==> src/rtl/msk_modulator_param.sv <==
// -----------------------------------------------------------------------------
// msk_modulator_param
//
// Minimum-shift-keying style baseband modulator. Words are accepted through a
// valid/ready handshake and sent LSB first. Every bit produces SPB samples of a
// half (bit = 1) or full (bit = 0) sine period. A 0/pi carrier phase flips the
// waveform polarity. The phase toggles after every transmitted 1.
//
// Samples are unsigned offset binary centred on MID = 2^(OUT_W-1). The sine
// magnitudes come from two ROMs that are filled at elaboration time.
//
// Optional feature macro: MSK_DIFF_ENC_EN
//   When defined, each transmitted bit is d_i XOR b_(i-1). The previous
//   transmitted bit is kept across words and cleared by reset.
//
// Parameters
//   DATA_W : bits per input word (2..32)
//   SPB    : samples per bit (power of two, 8..64)
//   OUT_W  : output sample width (6..12)
//
// Ports
//   G_CLK_TX  : sample clock, rising edge
//   reset     : asynchronous, active-low reset
//   enable    : clock enable; low freezes all state and gates out_valid/in_ready
//   in_valid  : data_in holds a word to send
//   in_ready  : a word is accepted this cycle
//   data_in   : word to modulate
//   data_out  : registered modulation sample (MID when idle)
//   out_valid : data_out is a live sample
//   word_done : pulse together with the last sample of a word
//   phase_out : current carrier phase state (0 = 0, 1 = pi)
// -----------------------------------------------------------------------------
module msk_modulator_param #(
    parameter int DATA_W = 8,
    parameter int SPB    = 32,
    parameter int OUT_W  = 8
) (
    input  logic              G_CLK_TX,
    input  logic              reset,
    input  logic              enable,
    input  logic              in_valid,
    output logic              in_ready,
    input  logic [DATA_W-1:0] data_in,
    output logic [OUT_W-1:0]  data_out,
    output logic              out_valid,
    output logic              word_done,
    output logic              phase_out
);

    localparam int  KW  = $clog2(SPB);
    localparam int  BW  = (DATA_W > 1) ? $clog2(DATA_W) : 1;
    localparam int  MID = 2 ** (OUT_W - 1);
    localparam int  AMP = MID - 1;
    localparam real PI  = 3.14159265358979323846;

    localparam logic signed [OUT_W+1:0] MID_S   = (OUT_W + 2)'(MID);
    localparam logic signed [OUT_W+1:0] SAT_MAX = (OUT_W + 2)'((2 ** OUT_W) - 1);

    localparam logic [KW-1:0] K_LAST = KW'(SPB - 1);
    localparam logic [BW-1:0] B_LAST = BW'(DATA_W - 1);

    // -------------------------------------------------------------------------
    // Elaboration-time helpers (only ever evaluated on constants)
    // -------------------------------------------------------------------------

    // Taylor series sine after folding the argument into [-pi, pi]. The
    // argument range used here is [0, 2*pi], so a single fold is enough.
    function automatic real sine_series(input real x_in);
        real x;
        real term;
        real acc;
        x = x_in;
        if (x > PI)
            x = x - 2.0 * PI;
        if (x < -PI)
            x = x + 2.0 * PI;
        term = x;
        acc  = x;
        for (int n = 1; n <= 10; n++) begin
            term = -term * x * x / (real'(2 * n) * real'(2 * n + 1));
            acc  = acc + term;
        end
        return acc;
    endfunction

    // Round half away from zero.
    function automatic int round_half_away(input real r);
        if (r >= 0.0)
            return $rtoi(r + 0.5);
        else
            return -$rtoi(0.5 - r);
    endfunction

    // Signed magnitude round(AMP * sin(pi*m*k/(SPB-1))).
    function automatic int rom_entry(input int m, input int k);
        return round_half_away(real'(AMP) * sine_series(PI * real'(m * k) / real'(SPB - 1)));
    endfunction

    // Offset-binary conversion clamp to the unsigned OUT_W range.
    function automatic logic [OUT_W-1:0] sat_unsigned(input logic signed [OUT_W+1:0] v);
        if (v < 0)
            return '0;
        else if (v > SAT_MAX)
            return '1;
        else
            return v[OUT_W-1:0];
    endfunction

    // -------------------------------------------------------------------------
    // Sine ROMs: m = 1 (half period, bit 1) and m = 2 (full period, bit 0)
    // -------------------------------------------------------------------------
    logic signed [OUT_W-1:0] rom_m1 [SPB];
    logic signed [OUT_W-1:0] rom_m2 [SPB];

    for (genvar g = 0; g < SPB; g++) begin : g_rom
        localparam int V1 = rom_entry(1, g);
        localparam int V2 = rom_entry(2, g);
        assign rom_m1[g] = OUT_W'(V1);
        assign rom_m2[g] = OUT_W'(V2);
    end

    // -------------------------------------------------------------------------
    // Control state
    // -------------------------------------------------------------------------
    typedef enum logic {
        IDLE = 1'b0,
        SEND = 1'b1
    } state_t;

    state_t state;
    state_t state_nxt;

    logic [DATA_W-1:0] word_p0;
    logic [KW-1:0]     k_cnt;
    logic [BW-1:0]     bit_idx;
    logic              phase;
    logic              last_bit;
    logic              last_sample;
    logic              handshake;
    logic              cur_bit;
    logic              tx_bit;

`ifdef MSK_DIFF_ENC_EN
    logic              diff_q;
`endif

    assign last_bit    = (k_cnt == K_LAST);
    assign last_sample = last_bit && (bit_idx == B_LAST);
    assign cur_bit     = word_p0[bit_idx];

`ifdef MSK_DIFF_ENC_EN
    assign tx_bit = cur_bit ^ diff_q;
`else
    assign tx_bit = cur_bit;
`endif

    always_ff @(posedge G_CLK_TX or negedge reset) begin
        if (!reset)
            state <= IDLE;
        else if (enable)
            state <= state_nxt;
    end

    // The last-sample cycle of a word can accept the next word. This keeps
    // back-to-back words gapless.
    always_comb begin
        state_nxt = state;
        in_ready  = 1'b0;
        handshake = 1'b0;
        if (enable)
            in_ready = (state == IDLE) || last_sample;
        handshake = in_valid && in_ready;
        case (state)
            IDLE: if (handshake) state_nxt = SEND;
            SEND: if (last_sample) state_nxt = handshake ? SEND : IDLE;
            default: state_nxt = IDLE;
        endcase
    end

    // -------------------------------------------------------------------------
    // Stage p0 -> p1: ROM lookup, polarity, offset; register the output sample
    // -------------------------------------------------------------------------
    logic signed [OUT_W-1:0] mag;
    logic signed [OUT_W+1:0] mag_ext;
    logic signed [OUT_W+1:0] sample_sum;

    always_comb begin
        mag        = tx_bit ? rom_m1[k_cnt] : rom_m2[k_cnt];
        mag_ext    = $signed({{2{mag[OUT_W-1]}}, mag});
        sample_sum = phase ? (MID_S - mag_ext) : (MID_S + mag_ext);
    end

    logic [OUT_W-1:0] sample_p1;
    logic             vld_p1;
    logic             done_p1;

    always_ff @(posedge G_CLK_TX or negedge reset) begin
        if (!reset) begin
            word_p0   <= '0;
            k_cnt     <= '0;
            bit_idx   <= '0;
            phase     <= 1'b0;
            sample_p1 <= OUT_W'(MID);
            vld_p1    <= 1'b0;
            done_p1   <= 1'b0;
`ifdef MSK_DIFF_ENC_EN
            diff_q    <= 1'b0;
`endif
        end else if (enable) begin
            if (state == SEND) begin
                sample_p1 <= sat_unsigned(sample_sum);
                vld_p1    <= 1'b1;
                done_p1   <= last_sample;
                k_cnt     <= k_cnt + KW'(1);
                // Bit boundary: phase and differential history update only here.
                if (last_bit) begin
                    phase   <= phase ^ tx_bit;
                    bit_idx <= (bit_idx == B_LAST) ? '0 : bit_idx + BW'(1);
`ifdef MSK_DIFF_ENC_EN
                    diff_q  <= tx_bit;
`endif
                end
            end else begin
                sample_p1 <= OUT_W'(MID);
                vld_p1    <= 1'b0;
                done_p1   <= 1'b0;
            end
            // Counters are already zero here: either idle, or wrapping at the
            // last sample of the previous word.
            if (handshake)
                word_p0 <= data_in;
        end
    end

    assign data_out  = sample_p1;
    assign out_valid = vld_p1 & enable;
    assign word_done = done_p1 & enable;
    assign phase_out = phase;

endmodule

==> config.mk <==
export PLATFORM = sky130hd
export DESIGN_NAME = msk_modulator_param
export DESIGN_NICKNAME = d
export VERILOG_FILES = /design/src/rtl/msk_modulator_param.sv
export SDC_FILE = /design/constraint.sdc
export NUM_CORES = 1
export LEC_CHECK = 0
export ABC_AREA = 1
export BUFFER_PORTS_ARGS = -buffer_cell sky130_fd_sc_hd__buf_2
export CORE_MARGIN = 2
export CORE_UTILIZATION = 60
export DETAILED_ROUTE_END_ITERATION = 16
export GPL_TIMING_DRIVEN = 0
export PLACE_DENSITY = 0.8
export SYNTH_ARGS = -nofsm -noshare
export SYNTH_HDL_FRONTEND = slang
export SYNTH_SLANG_ARGS = --single-unit
==> constraint.sdc <==
create_clock -name G_CLK_TX -period 3.12 [get_ports G_CLK_TX]
set_input_delay 0.468 -clock G_CLK_TX [delete_from_list [all_inputs] [get_ports G_CLK_TX]]
set_output_delay 0.468 -clock G_CLK_TX [all_outputs]
set_load 0.02 [all_outputs]
==> summary.txt, run 1 <==
Worst setup path
  • CP required: 3.34 ns
  • Critical Path Start: k_cnt[1]
  • CP max FO: 10
  • Kind of critical path: register to register
  • RR Startpoint: k_cnt[1]
  • Critical Path End Type: register
  • WP data arrival: 2.93 ns
  • Startpoint Class: register

Timing
  • Setup WS post-layout: 0.415 ns
  • Unrepaired setup endpoints after global routing: no
  • Max Clock Skew: between 0.005 and 0.006 ns
  • Max Transition Viols Final: 0
  • Final sum of negative setup slack: 0 ns
  • Rel. slew slack: 0.601
  • Fmax: 370 MHz
  • Final Cycle Share: 0.867
  • Period minus WS final: 2.70 ns
  • Final Hold Fails: 0
  • Setup-failing EPs final: 0
  • Worst-margin pin slew: 0.598 ns

Clocking
  • Clk_lat worst skew: ~0.28 ns
  • Root buf cell: clkbuf_8
  • Number of hold buffers added after CTS: 0
  • CTS resizes: 0
  • TritonCTS clock tree: done
  • H-tree levels: 1
  • CTS Sinks: 28
  • CTS buffer count: 3
  • Clock Tree Buf Depth: 2
  • # Post-CTS Setup Buffers: 0
  • Reg clk slew, reported paths: 0.09 ns

Route
  • DR iter-0 viols: 208
  • Drt via density: 5.47
  • DR WL/cell: 13.5 µm
  • Final ANT Viol Nets: 0
  • DR DRC count: 0
  • Total routed wirelength: 6410 µm
  • Via count: between 2000 and 3000
  • First-pass DRT Iterations: 5

Global routing
  • First-pass GRT wire length: 10700 µm
  • Pin count of the biggest net entering global routing: 29
  • Grt total ovfl: 0
  • Initial antenna violation count: 0
  • Vias in the first global route: 2317
  • Gr usage total: 0.265

Yosys
  • Top cells by area, synth: dfrtp_1 25%, nand2_1 23%, nand3_1 7.9%
  • Cell taking the most area after synthesis: dfrtp_1
  • Top-count cell post-synth: nand2_1
  • Commonest cells post-synth: 162 x nand2_1, 42 x nand3_1, 27 x dfrtp_1, 27 x inv_1
  • Post-Syn Nets: 420
  • Most used flip-flop cell after synthesis: dfrtp_1
  • Ys Warns: 0
  • Synth Register Bits: 28
  • Fraction of registers with async set/reset: 1.00
  • Post-synth top area share: 0.253
  • Cell variety after synth: 38
  • Seq/Total Area, Yosys: 0.263
  • Post-Syn Area per Cell: 6.75 µm²
  • Cells after Synth: 395
  • Post-synth EDFFs: 0
  • Post-synthesis cell area: around 2700 µm²

Min path
  • Hold Crit Class: input port to async pin

Layout
  • Ant diodes: 0
  • Synth-to-Final Area Change: 8.63%
  • Layout cells sized above 1: 0.226
  • Layout Nets: 447

Placed design
  • Dpl hpwl: 5030 µm
  • Place WS: between 0.4 and 0.5 ns
  • Port Buf Inserts: 22
  • Gpl congestion: 0.995

Status
  • Outcome: finished clean

Floorplan
  • Count of standard-cell rows: 24
  • I/O pins: 24
  • Die area: about 5000 µm²
  • Initial Utilization: 0.617
  • Die Height: 70.7 µm
  • Core area: about 4300 µm²
  • Die W: 70.7 µm

Run
  • Maximum Capacitance Violations: 0
[placed cells by master (no fill, tap or decap), types with 2 or more instances in the layout]
cell / instances
inv_2: 5
buf_4: 2
o21bai_1: 2
clkinv_1: 2
mux2_2: 8
nand2_2: 15
xor2_1: 3
nor2_4: 3
a21oi_1: 7
o21ai_1: 6
nand2_4: 7
nor2_1: 15
a21oi_2: 2
nand3_1: 42
nand2_1: 162
clkbuf_8: 4
nor2_2: 7
buf_2: 27
nand3_4: 2
o21ai_0: 11
ha_1: 13
dfrtp_1: 27
buf_6: 6
a21o_1: 2
inv_1: 27
[final timing paths]
check	to	slack (ns)	depth (start not counted)
max	data_out[1]	0.42	15
min	data_out[3]	0.18	1
max reg2reg	data_out[1]	0.42	15
min reg2reg	vld_p1	0.48	2
max in group asynchronous	word_p0[0]	2.54	1
min in group G_CLK_TX	state	0.41	3
[logic make-up after synthesis]
group	share of synthesized area
simple gates	0.453
fa+ha+maj	0.0610
buf+inv	0.0985
compound gates	0.0774
xor+xnor	0.0131
mux	0.0338
flops	0.263
[cell type report]
cell class | instances | area [µm²]
Buffer | 15 | 126
Clock buffer | 4 | 55.1
Fill cell | 405 | 1430
Inverter | 35 | 136
Multi-Input combinational cell | 317 | 1700
Sequential cell | 28 | 702
Tap cell | 52 | 65.1
Timing Repair Buffer | 22 | 110
[metal layers]
layer	wire length [µm]	global-route usage	vias to the layer above
met4	127	0.0734	0
met5	0	0	-
met2	2990	0.429	98
li1	-	-	1299
met3	412	0.0356	14
met1	2880	0.376	1178
[state kept, by name (all words and copies together), names as in the netlist]
signal / count
k_cnt: 5
vld_p1: 1
word_p0: 8
data_out: 8
done_p1: 1
phase_out: 1
bit_idx: 3
state: 1
[worst max-delay path, stage by stage, from the launching register on]
cell and delay [ns]:
dfrtp_1 0.61, inv_2 0.18, ha_1 0.42, nand2_1 0.13, nand3_1 0.13, nand3_1 0.09
nand2_1 0.07, nand2_1 0.06, nand2_2 0.10, ha_1 0.21, nand3_4 0.11, nor2_8 0.13
nand3_4 0.10, o211ai_1 0.11, nand2_1 0.12, nand2_1 0.08
[stage by stage]
step / hold slack, ns / cell area (µm²) / cells / util
after floorplan: 0.172 / 2670 / 395 / -
final: 0.184 / 2900 / 473 / 0.670
after global routing: 0.229 / 2900 / 473 / 0.670
after detailed placement: 0.459 / 2840 / 469 / 0.657
after CTS: 0.216 / 2900 / 473 / 0.670
after global placement: 0.457 / 2840 / 469 / 0.657
Power of run 1 is not shown: default switching activity piles up to over one toggle a cycle in this logic, so the estimate is an artifact.
==> run 2, diff against run 1 <==
- CELL_PAD_IN_SITES_DETAIL_PLACEMENT: default -> 1
- CELL_PAD_IN_SITES_GLOBAL_PLACEMENT: default -> 2
- CORE_UTILIZATION: 60 -> 34
- PLACE_DENSITY: 0.8 -> default
- PLACE_DENSITY_LB_ADDON: default -> 0.1
==> summary.txt, run 2 (synthesis gave the netlist of run 1 again) <==
Status
  • Outcome: finished clean

Floorplan
  • I/O pins: 24 (unchanged)
  • Count of standard-cell rows: 32 (+33%)
  • Initial Utilization: 0.349 (-0.268)
  • Die area: 8570 µm² (+72%)
  • Core area: 7650 µm² (+77%)
  • Die W: 92.6 µm (+31%)
  • Die Height: 92.6 µm (+31%)

Route
  • Total routed wirelength: 7930 µm (+24%)
  • DR iter-0 viols: 56 (-73%)
  • DR DRC count: 0 (unchanged)
  • First-pass DRT Iterations: 4 (-1)
  • DR WL/cell: 15.2 µm (+12%)
  • Drt via density: 4.82 (-12%)
  • Final ANT Viol Nets: 0 (unchanged)
  • Via count: 2521 (-2.6%)

Timing
  • Final Cycle Share: 0.887 (+0.0203)
  • Final sum of negative setup slack: 0 ns (unchanged)
  • Setup WS post-layout: 0.352 ns (-0.0633 ns)
  • Worst-margin pin slew: 0.615 ns (+0.0169 ns)
  • Max Transition Viols Final: 0 (unchanged)
  • Setup-failing EPs final: 0 (unchanged)
  • Fmax: 361 MHz (-2.3%)
  • Period minus WS final: 2.77 ns (+0.0633 ns)
  • Unrepaired setup endpoints after global routing: no
  • Rel. slew slack: 0.590 (-0.0113)
  • Max Clock Skew: 0.00283 ns (-0.00297 ns)
  • Final Hold Fails: 0 (unchanged)

Worst setup path
  • Startpoint Class: register
  • Crit-path max cell delay: 0.54 ns (-0.07 ns)
  • CP cell instances: inv_1, ha_1, nand2_1, nand3_1, nand3_1, nand2_1, nand2_1, nand2_2, ha_1, nand3_4, nor2_8, nand3_4, o211ai_1, nand2_1, nand2_1
  • WP data arrival: 2.98 ns (+0.05 ns)
  • Slowest-stage cell, CP: dfrtp_1
  • Critical Path End Type: register
  • Kind of critical path: register to register
  • CP max FO: 8 (-2)
  • CP required: 3.33 ns (about the same)
  • Critical path's most frequent cell: nand2_1
  • Cell family with most CP delay: simple AND/OR/NAND/NOR gates
  • CP Buf/Inv Count: 1 (unchanged)

Global routing
  • Gr usage total: 0.192 (-0.0731)
  • Grt total ovfl: 0 (unchanged)
  • Initial antenna violation count: 0 (unchanged)
  • Pin count of the biggest net entering global routing: 29 (unchanged)
  • Vias in the first global route: 2632 (+14%)
  • First-pass GRT wire length: 13100 µm (+22%)

Clocking
  • CTS resizes: 0 (unchanged)
  • CTS buffer count: 3 (unchanged)
  • CTS Sinks: 28 (unchanged)
  • Root buf cell: clkbuf_8
  • TritonCTS clock tree: done
  • Clk_lat worst skew: 0.27 ns (about the same)
  • H-tree levels: 1 (unchanged)
  • Clock Tree Buf Depth: 2 (unchanged)
  • # Post-CTS Setup Buffers: 0 (unchanged)
  • Reg clk slew, reported paths: 0.09 ns (about the same)
  • Number of hold buffers added after CTS: 0 (unchanged)

Placed design
  • Dpl hpwl: 6330 µm (+26%)
  • Port Buf Inserts: 22 (unchanged)
  • Gpl congestion: 0.850 (-15%)
  • Place WS: 0.359 ns (-0.100 ns)

Layout
  • Layout Nets: 447 (unchanged)
  • Most common cell after layout, fill and taps aside: nand2_1
  • Most frequent cells in the layout: 162 x nand2_1, 42 x nand3_1, 27 x inv_1, 27 x buf_2, 27 x dfrtp_1
  • Ant diodes: 0 (unchanged)
  • Layout cells sized above 1: 0.223 (-0.00238)
  • Synth-to-Final Area Change: 10.6%
  • Final Core Density: 0.386 (-0.284)

Run
  • Maximum Capacitance Violations: 0 (unchanged)

Min path
  • Hold Crit Class: input port to async pin
-- run 2: cell counts in the layout (fill, tap and decap cells not counted) --
Identical to the previous run, type by type.
-- run 2: stage by stage --
step / cells / hold slack [ns] / instance area [µm²]
CTS: 523 / 0.229 / 2950
finish: 523 / 0.198 / 2950
global route: 523 / 0.246 / 2950
global placement: 519 / 0.458 / 2900
floorplan: 395 / 0.172 / 2670
detailed placement: 519 / 0.461 / 2900
-- run 2: path summary, 6_finish.rpt --
path | startpoint | cells past startpoint | endpoint | slack, ns
setup / recovery | k_cnt[0] | 15 | data_out[1] | 0.35
hold / removal | reset | 1 | data_out[3] | 0.20
setup reg to reg | k_cnt[0] | 15 | data_out[1] | 0.35
hold reg to reg | data_out[5] | 2 | data_out[5] | 0.48
max in group asynchronous | reset | 1 | word_p0[7] | 2.52
min in group G_CLK_TX | data_in[5] | 2 | word_p0[5] | 0.42
-- run 2: metal layers --
metal / GRT usage / share of wire / routed length [µm]
met1: 0.266 / 0.50 / 3980
met2: 0.332 / 0.47 / 3760
met3: 0.0195 / 0.016 / 123
met4: 0.0249 / 0.0083 / 66
met5: 0 / 0 / 0
-- run 2: layout make-up --
cell class              count  area [µm²]
fillers                  1036        4700
plain buffers              15         126
well taps                 102         128
multi-input cells         317        1700
clock buffers               4        45.0
inverters                  35         136
flip-flops and latches     28         702
repair buffers             22         110
-- run 2: worst reg2reg max path, cell delays in order (launching register included) --
cell	delay (ns)
dfrtp_1	0.54
inv_1	0.24
ha_1	0.43
nand2_1	0.15
nand3_1	0.16
nand3_1	0.09
nand2_1	0.07
nand2_1	0.06
nand2_2	0.10
ha_1	0.23
nand3_4	0.11
nor2_8	0.13
nand3_4	0.10
o211ai_1	0.13
nand2_1	0.10
nand2_1	0.07
Power of run 2 is left out for the same reason.
